### config.mk
export PLATFORM = sky130hd
export DESIGN_NAME = ksa_pipe_flat
export DESIGN_NICKNAME = d
export VERILOG_FILES = /design/src/rtl/ksa_pipe_if.sv /design/src/rtl/ksa_pipe.sv /design/src/flat_wrapper.sv
export SDC_FILE = /design/constraint.sdc
export NUM_CORES = 1
export LEC_CHECK = 0
export BUFFER_PORTS_ARGS = -buffer_cell sky130_fd_sc_hd__buf_2
export CAP_MARGIN = 20
export CELL_PAD_IN_SITES_DETAIL_PLACEMENT = 0
export CELL_PAD_IN_SITES_GLOBAL_PLACEMENT = 2
export CORE_MARGIN = 2
export CORE_UTILIZATION = 41
export DETAILED_ROUTE_END_ITERATION = 12
export PLACE_DENSITY = 0.8
export RECOVER_POWER = 50
export SYNTH_ARGS = -nofsm -noshare
export SYNTH_HDL_FRONTEND = slang
export SYNTH_SLANG_ARGS = --single-unit
### constraint.sdc
create_clock -name clk -period 2.85 [get_ports clk]
set_input_delay 0.1425 -clock clk [delete_from_list [all_inputs] [get_ports clk]]
set_output_delay 0.1425 -clock clk [all_outputs]
set_load 0.02 [all_outputs]
### src/rtl/ksa_pipe_if.sv
// Valid/ready operand and result bundle for the pipelined Kogge-Stone adder.
// The master side drives operands and consumes results; the slave is the adder.
interface ksa_pipe_if #(
    parameter int WIDTH = 16
);
    logic             in_valid;
    logic             in_ready;
    logic [WIDTH-1:0] a;
    logic [WIDTH-1:0] b;
    logic             cin;
    logic             sub;
    logic             out_valid;
    logic             out_ready;
    logic [WIDTH-1:0] sum;
    logic             cout;
    logic             ovf;

    modport master (
        output in_valid, a, b, cin, sub, out_ready,
        input  in_ready, out_valid, sum, cout, ovf
    );

    modport slave (
        input  in_valid, a, b, cin, sub, out_ready,
        output in_ready, out_valid, sum, cout, ovf
    );
endinterface

### src/rtl/ksa_pipe.sv
// Pipelined Kogge-Stone adder/subtractor: pre-process stage, one register per
// prefix level, and a registered post-process stage, all under one advance enable.
module ksa_pipe #(
    parameter  int WIDTH = 16,
    localparam int LOGW  = $clog2(WIDTH)
) (
    input logic          clk,
    input logic          rst_n,
    ksa_pipe_if.slave    bus
);
    if (WIDTH < 4 || WIDTH > 64 || (WIDTH & (WIDTH - 1)) != 0) begin : g_bad_width
        $error("ksa_pipe: WIDTH must be a power of two in 4..64");
    end

    // Stage k (0..LOGW) registers; index 0 is the pre-process stage.
    logic             v_q  [LOGW+1];
    logic [WIDTH-1:0] gg_q [LOGW+1];
    logic [WIDTH-1:0] pp_q [LOGW+1];
    logic [WIDTH-1:0] p_q  [LOGW+1];
    logic             c_q  [LOGW+1];
    logic             am_q [LOGW+1];
    logic             bm_q [LOGW+1];

    logic             v_nxt  [LOGW+1];
    logic [WIDTH-1:0] gg_nxt [LOGW+1];
    logic [WIDTH-1:0] pp_nxt [LOGW+1];
    logic [WIDTH-1:0] p_nxt  [LOGW+1];
    logic             c_nxt  [LOGW+1];
    logic             am_nxt [LOGW+1];
    logic             bm_nxt [LOGW+1];

    logic             out_valid_q;
    logic [WIDTH-1:0] sum_q;
    logic             cout_q;
    logic             ovf_q;

    logic [WIDTH-1:0] b_eff;
    logic             c_eff;
    logic [WIDTH-1:0] sum_nxt;
    logic             advance;

    assign advance      = !out_valid_q || bus.out_ready;
    assign bus.in_ready = advance;

    // NOTE: every variable written here gets a default first, so no latch is inferred.
    always_comb begin
        b_eff = bus.sub ? ~bus.b : bus.b;
        c_eff = bus.sub | bus.cin;

        // Carry-in is folded into bit 0 as a generate from position -1.
        v_nxt[0]     = bus.in_valid;
        p_nxt[0]     = bus.a ^ b_eff;
        pp_nxt[0]    = bus.a ^ b_eff;
        gg_nxt[0]    = bus.a & b_eff;
        gg_nxt[0][0] = (bus.a[0] & b_eff[0]) | (p_nxt[0][0] & c_eff);
        c_nxt[0]     = c_eff;
        am_nxt[0]    = bus.a[WIDTH-1];
        bm_nxt[0]    = b_eff[WIDTH-1];

        for (int k = 1; k <= LOGW; k++) begin
            v_nxt[k]  = v_q[k-1];
            p_nxt[k]  = p_q[k-1];
            c_nxt[k]  = c_q[k-1];
            am_nxt[k] = am_q[k-1];
            bm_nxt[k] = bm_q[k-1];
            gg_nxt[k] = gg_q[k-1];
            pp_nxt[k] = pp_q[k-1];
            for (int i = 0; i < WIDTH; i++) begin
                if (i >= (1 << (k - 1))) begin
                    gg_nxt[k][i] = gg_q[k-1][i] | (pp_q[k-1][i] & gg_q[k-1][i - (1 << (k - 1))]);
                    pp_nxt[k][i] = pp_q[k-1][i] & pp_q[k-1][i - (1 << (k - 1))];
                end
            end
        end

        // After the last level gg holds the carry out of each bit position.
        sum_nxt = p_q[LOGW] ^ {gg_q[LOGW][WIDTH-2:0], c_q[LOGW]};
    end

    // NOTE: data registers are reset along with valid bits so no stale value shows after reset.
    always_ff @(posedge clk or negedge rst_n) begin
        if (!rst_n) begin
            for (int k = 0; k <= LOGW; k++) begin
                v_q[k]  <= 1'b0;
                gg_q[k] <= '0;
                pp_q[k] <= '0;
                p_q[k]  <= '0;
                c_q[k]  <= 1'b0;
                am_q[k] <= 1'b0;
                bm_q[k] <= 1'b0;
            end
            out_valid_q <= 1'b0;
            sum_q       <= '0;
            cout_q      <= 1'b0;
            ovf_q       <= 1'b0;
        end else if (advance) begin
            for (int k = 0; k <= LOGW; k++) begin
                v_q[k]  <= v_nxt[k];
                gg_q[k] <= gg_nxt[k];
                pp_q[k] <= pp_nxt[k];
                p_q[k]  <= p_nxt[k];
                c_q[k]  <= c_nxt[k];
                am_q[k] <= am_nxt[k];
                bm_q[k] <= bm_nxt[k];
            end
            out_valid_q <= v_q[LOGW];
            sum_q       <= sum_nxt;
            cout_q      <= gg_q[LOGW][WIDTH-1];
            ovf_q       <= (am_q[LOGW] == bm_q[LOGW]) && (sum_nxt[WIDTH-1] != am_q[LOGW]);
        end
    end

    assign bus.out_valid = out_valid_q;
    assign bus.sum       = sum_q;
    assign bus.cout      = cout_q;
    assign bus.ovf       = ovf_q;
endmodule

### src/flat_wrapper.sv
// flat-port wrapper written by rule: the top's interface ports become plain ports
module ksa_pipe_flat 
#(
    parameter  int WIDTH = 16,
    localparam int LOGW  = $clog2(WIDTH)
)
  (clk, rst_n, bus_in_valid, bus_a, bus_b, bus_cin, bus_sub, bus_out_ready, bus_in_ready, bus_out_valid, bus_sum, bus_cout, bus_ovf);
  ksa_pipe_if #(.WIDTH(WIDTH)) bus_i ();
  input logic clk;
  input logic rst_n;
  input wire logic [$bits(bus_i.in_valid)-1:0] bus_in_valid;
  input wire logic [$bits(bus_i.a)-1:0] bus_a;
  input wire logic [$bits(bus_i.b)-1:0] bus_b;
  input wire logic [$bits(bus_i.cin)-1:0] bus_cin;
  input wire logic [$bits(bus_i.sub)-1:0] bus_sub;
  input wire logic [$bits(bus_i.out_ready)-1:0] bus_out_ready;
  output wire logic [$bits(bus_i.in_ready)-1:0] bus_in_ready;
  output wire logic [$bits(bus_i.out_valid)-1:0] bus_out_valid;
  output wire logic [$bits(bus_i.sum)-1:0] bus_sum;
  output wire logic [$bits(bus_i.cout)-1:0] bus_cout;
  output wire logic [$bits(bus_i.ovf)-1:0] bus_ovf;
  assign bus_i.in_valid = bus_in_valid;
  assign bus_i.a = bus_a;
  assign bus_i.b = bus_b;
  assign bus_i.cin = bus_cin;
  assign bus_i.sub = bus_sub;
  assign bus_i.out_ready = bus_out_ready;
  assign bus_in_ready = bus_i.in_ready;
  assign bus_out_valid = bus_i.out_valid;
  assign bus_sum = bus_i.sum;
  assign bus_cout = bus_i.cout;
  assign bus_ovf = bus_i.ovf;
  ksa_pipe #(.WIDTH(WIDTH)) u_core (.clk(clk), .rst_n(rst_n), .bus(bus_i));
endmodule
==> metrics.sh <==
VIA_TOTAL_AFTER_DETAILED_ROUTING=6423
WORST_PATH_LARGEST_CELL_DELAY_PS=380
REG2REG_TO='u_core.gg_q[55]$_DFFE_PN0P_'
WORST_HOLD_STARTPOINT='bus_a[0]'
HOLD_VIOL=0
CLKSLEWWORSTSETUPHOLDPATHS_PS=60
NET_COUNT_AFTER_SYNTHESIS=1075
POST-ROUTE-DRC-COUNT=0
MAX_CAP_VIOLATIONS=0
R2R_SETUP_SLACK_PS=1130
WORST_PATH_MAX_DELAY_CELL='sky130_fd_sc_hd__dfrtp_1'
CRITICAL_PATH_CLASS='reg -> out'
MIN_PERIOD_PS=2130
DIE-HEIGHT_UM=156
BUFFER_PORTS.INSERTED=57
POSTROUTEWIRELENGTH_UM=19700
DESIGN_POWER_TOTAL_mW=11.7
GR-USAGE-ALL-LAYERS_PCT=17.2
TOTAL_LEAKAGE_POWER_nW=5.50
CRIT_FANOUT=97
GRT_FIRST_PASS_WIRELENGTH_UM=33900
YS_SEQ_ELEMENTS=233
FIN_SETUP_TNS_PS=0
TIMING_WORST_SLEW_PIN_VALUE_PS=1480
IR_WORST_VDD_mV=0.426
POWER.DENSITY_CELL_AREA_mW_PER_MM2=1070
RSZ0062_AT_GRT='no'
LAYOUT_WORST_PATH_CYCLE_SHARE_PCT=74.9
CTS_BUFFERS=26
FMAX_GHz=0.469
YS.WARNINGS.COUNT=0
PLACE_HPWL_UM=12300
LARGEST_NET_DEGREE_AT_THE_START_OF_GLOBAL_ROUTING=204
ANTENNA_CELLS_INSERTED=0
MIN_DELAY_WORST_TYPE='in -> reg'
OVERFLOW=0
FINAL_LAYOUT_SIZE_SUFFIX_GT1_SHARE_PCT=7.83
GLOBALPLACE.CONGESTION=0.707
R2R_START='u_core.bus.out_valid$_DFFE_PN0P_'
ROWS=55
CTSLONGESTPATHBUFFERS=3
POST_CTS.RESIZED_INSTANCES=0
WHS_PATH_DEPTH=4
ANT_NETS=0
CTS.HTREE.LEVELS=1
CTS_ROOT_BUFFER='sky130_fd_sc_hd__clkbuf_16'
NUM-NETS-FINAL=1134
POST_SYNTH_NUM_CELL_TYPES=22
CLK_LATENCY_PS=520
DIE_X_UM=156
TIMING.SLEW.HEADROOM_PCT=1.10
ANTENNA_FOUND_INITIAL=0
WORST_EP_REQUIRED_TIME_PS=2710
DIE_AREA_MM2=0.0243
ENDPOINT_KIND='primary output'
PATH_CELLS='nor2b_4 -> inv_6 -> buf_12 -> buf_2'
WIRE_PER_INST_UM=14.3
START_UTIL_PCT=41.8
SEQ_AREA_FRAC_SYNTH_PCT=61.7
DRTITER0DRC=394
TRITONCTS_CLOCK_TREE='yes'
SYN-MEAN-INSTANCE-AREA_UM2=9.26
FLOW.AREA_GROWTH_FROM_SYNTHESIS_PCT=14.8
IO_PINS=58
WORST_CLOCK_SKEW_PS=9.80
DRT_PRE_ANTENNA_ITERS=4
SLEW_VIOL_FINAL=0
OUTCOME='finished clean'
CRIT_PATH_START_KIND='flop'
REPORT.FINAL.SETUP_VIOL=0
HOLD_PATH_END='u_core.pp_nxt[48]$_DFFE_PN0P_'
NUMCLOCKSINKS=233
CORE_REGION_AREA_MM2=0.0226
NETLIST_INSTANCES=1021
R2R_CELLS=3
TIMING.CRITICAL_PATH.ARRIVAL_PS=1990
MAPPEDNETLISTAREA_MM2=0.00946
FIRST_GLOBAL_VIAS=6512
VIASPERCELL=4.64
==> what timing repair did <==
| item | CTS | global route |
|---|---|---|
| hold buffers | 19 | 0 |
| buffers inserted | 0 | 0 |
| hold endpoints to repair | 133 | 0 |
==> registers in the layout, indices dropped and copies added, names as in the netlist <==
register,cells
u_core.am_nxt,4
u_core.am_q,1
u_core.bm_nxt,4
u_core.bm_q,1
u_core.bus.cout,1
u_core.bus.out_valid,1
u_core.bus.ovf,1
u_core.bus.sum,16
u_core.c_nxt,4
u_core.c_q,1
u_core.gg_nxt,15
u_core.gg_q,65
u_core.p_nxt,48
u_core.p_q,16
u_core.pp_nxt,1
u_core.pp_q,49
u_core.v_nxt,4
u_core.v_q,1
==> layer usage <==
layer | vias up | part of all wire [%] | global-route usage (%) | routed length (um)
li1 | 3344 | - | - | -
met1 | 2958 | 52 | 25.8 | 10200
met2 | 89 | 43 | 26.5 | 8530
met3 | 32 | 2.9 | 2.42 | 573
met4 | 0 | 2.1 | 4.28 | 422
met5 | - | 0 | 0 | 0
==> power breakdown <==
group | switching [mW] | internal [mW] | leakage (nW)
sequential | 1.03 | 4.67 | 2.93
combinational | 1.73 | 0.985 | 2.17
clock | 1.29 | 1.95 | 0.408
total | 4.05 | 7.61 | 5.50
==> per-stage QoR <==
stage                     instance area (um2)  setup WS, ps  instances  utilization (%)  hold WS [ps]
after floorplan                          9460          1470       1021                -          -153
after global placement                   9870          1170       1318             43.6           265
after detailed placement                 9870          1140       1318             43.6           268
after CTS                               10900           691       1383             48.1          25.1
after global routing                    10900           600       1383             48.0          62.7
final                                   10900           717       1383             48.0          41.8
==> cell families after synthesis <==
| group | Yosys count | synth area share, % |
|---|---|---|
| AO/OA/AOI/OAI | 116 | 6.15 |
| XOR/XNOR | 32 | 2.96 |
| adder cells (fa/ha/maj) | 16 | 2.12 |
| buffers and inverters | 55 | 3.89 |
| flip-flops | 233 | 61.7 |
| multiplexers | 1 | 0.106 |
| AND/OR/NAND/NOR | 568 | 23.1 |
==> final cells by class <==
cell class              count  area (um2)
flip-flops and latches    233        5830
multi-input cells         733        3260
well taps                 285         357
fillers                  2224       11800
repair buffers             84         559
clock inverters             6        61.3
inverters                   2        12.5
clock buffers              40         774
==> cell usage in the layout (no fill, tap or decap), drive strengths merged <==
cell         netlist  layout
nand3             34      34
xor2              17      17
dfrtp            233     233
mux2i              1       1
a21oi             50      50
xnor2             15      15
inv                2       2
ha                16      16
bufinv             0       1
and2               1       1
dlygate4sd3        0      19
buf               47      43
o21ai             65      65
clkinvlp           0       1
nor2b              1       1
nor2              11      11
clkinv             0       4
nor3               1       1
clkbuf             6      62
nand2b             1       1
nand2            519     519
a31oi              1       1
==> cell usage after synthesis <==
cell type	count	area share, %
sky130_fd_sc_hd__buf_2	26	1.4
sky130_fd_sc_hd__nor3_1	1	0.053
sky130_fd_sc_hd__a21oi_1	50	2.6
sky130_fd_sc_hd__inv_1	1	0.040
sky130_fd_sc_hd__ha_1	16	2.1
sky130_fd_sc_hd__nand2b_1	1	0.066
sky130_fd_sc_hd__buf_6	10	1.2
sky130_fd_sc_hd__mux2i_1	1	0.11
sky130_fd_sc_hd__clkbuf_1	6	0.24
sky130_fd_sc_hd__dfrtp_1	233	62
sky130_fd_sc_hd__inv_6	1	0.093
sky130_fd_sc_hd__and2_1	1	0.066
sky130_fd_sc_hd__nand2_1	519	21
sky130_fd_sc_hd__nor2_1	11	0.44
sky130_fd_sc_hd__xnor2_1	15	1.4
sky130_fd_sc_hd__a31oi_1	1	0.066
sky130_fd_sc_hd__buf_4	10	0.79
sky130_fd_sc_hd__nand3_1	34	1.8
sky130_fd_sc_hd__o21ai_0	65	3.4
sky130_fd_sc_hd__nor2b_2	1	0.093
sky130_fd_sc_hd__buf_8	1	0.16
sky130_fd_sc_hd__xor2_1	17	1.6
==> worst max-delay path by stage <==
stage	to	depth (start not counted)	from
global route	bus_in_ready	4	u_core.bus.out_valid$_DFFE_PN0P_
global placement	u_core.gg_q[50]$_DFFE_PN0P_	3	u_core.bus.out_valid$_DFFE_PN0P_
CTS	bus_in_ready	4	u_core.bus.out_valid$_DFFE_PN0P_
floorplan	u_core.p_nxt[0]$_DFFE_PN0P_	7	u_core.bus.out_valid$_DFFE_PN0P_
detailed placement	u_core.gg_q[15]$_DFFE_PN0P_	3	u_core.bus.out_valid$_DFFE_PN0P_
finish	bus_in_ready	4	u_core.bus.out_valid$_DFFE_PN0P_
==> worst max-delay path: cells and delay by family, from the launching register on <==
family                 cells  cell delay, ps
AND/OR/NAND/NOR            1             160
buffers and inverters      3             820
flip-flops                 1             380
No activity file was read; power rests on OpenSTA's default activity.
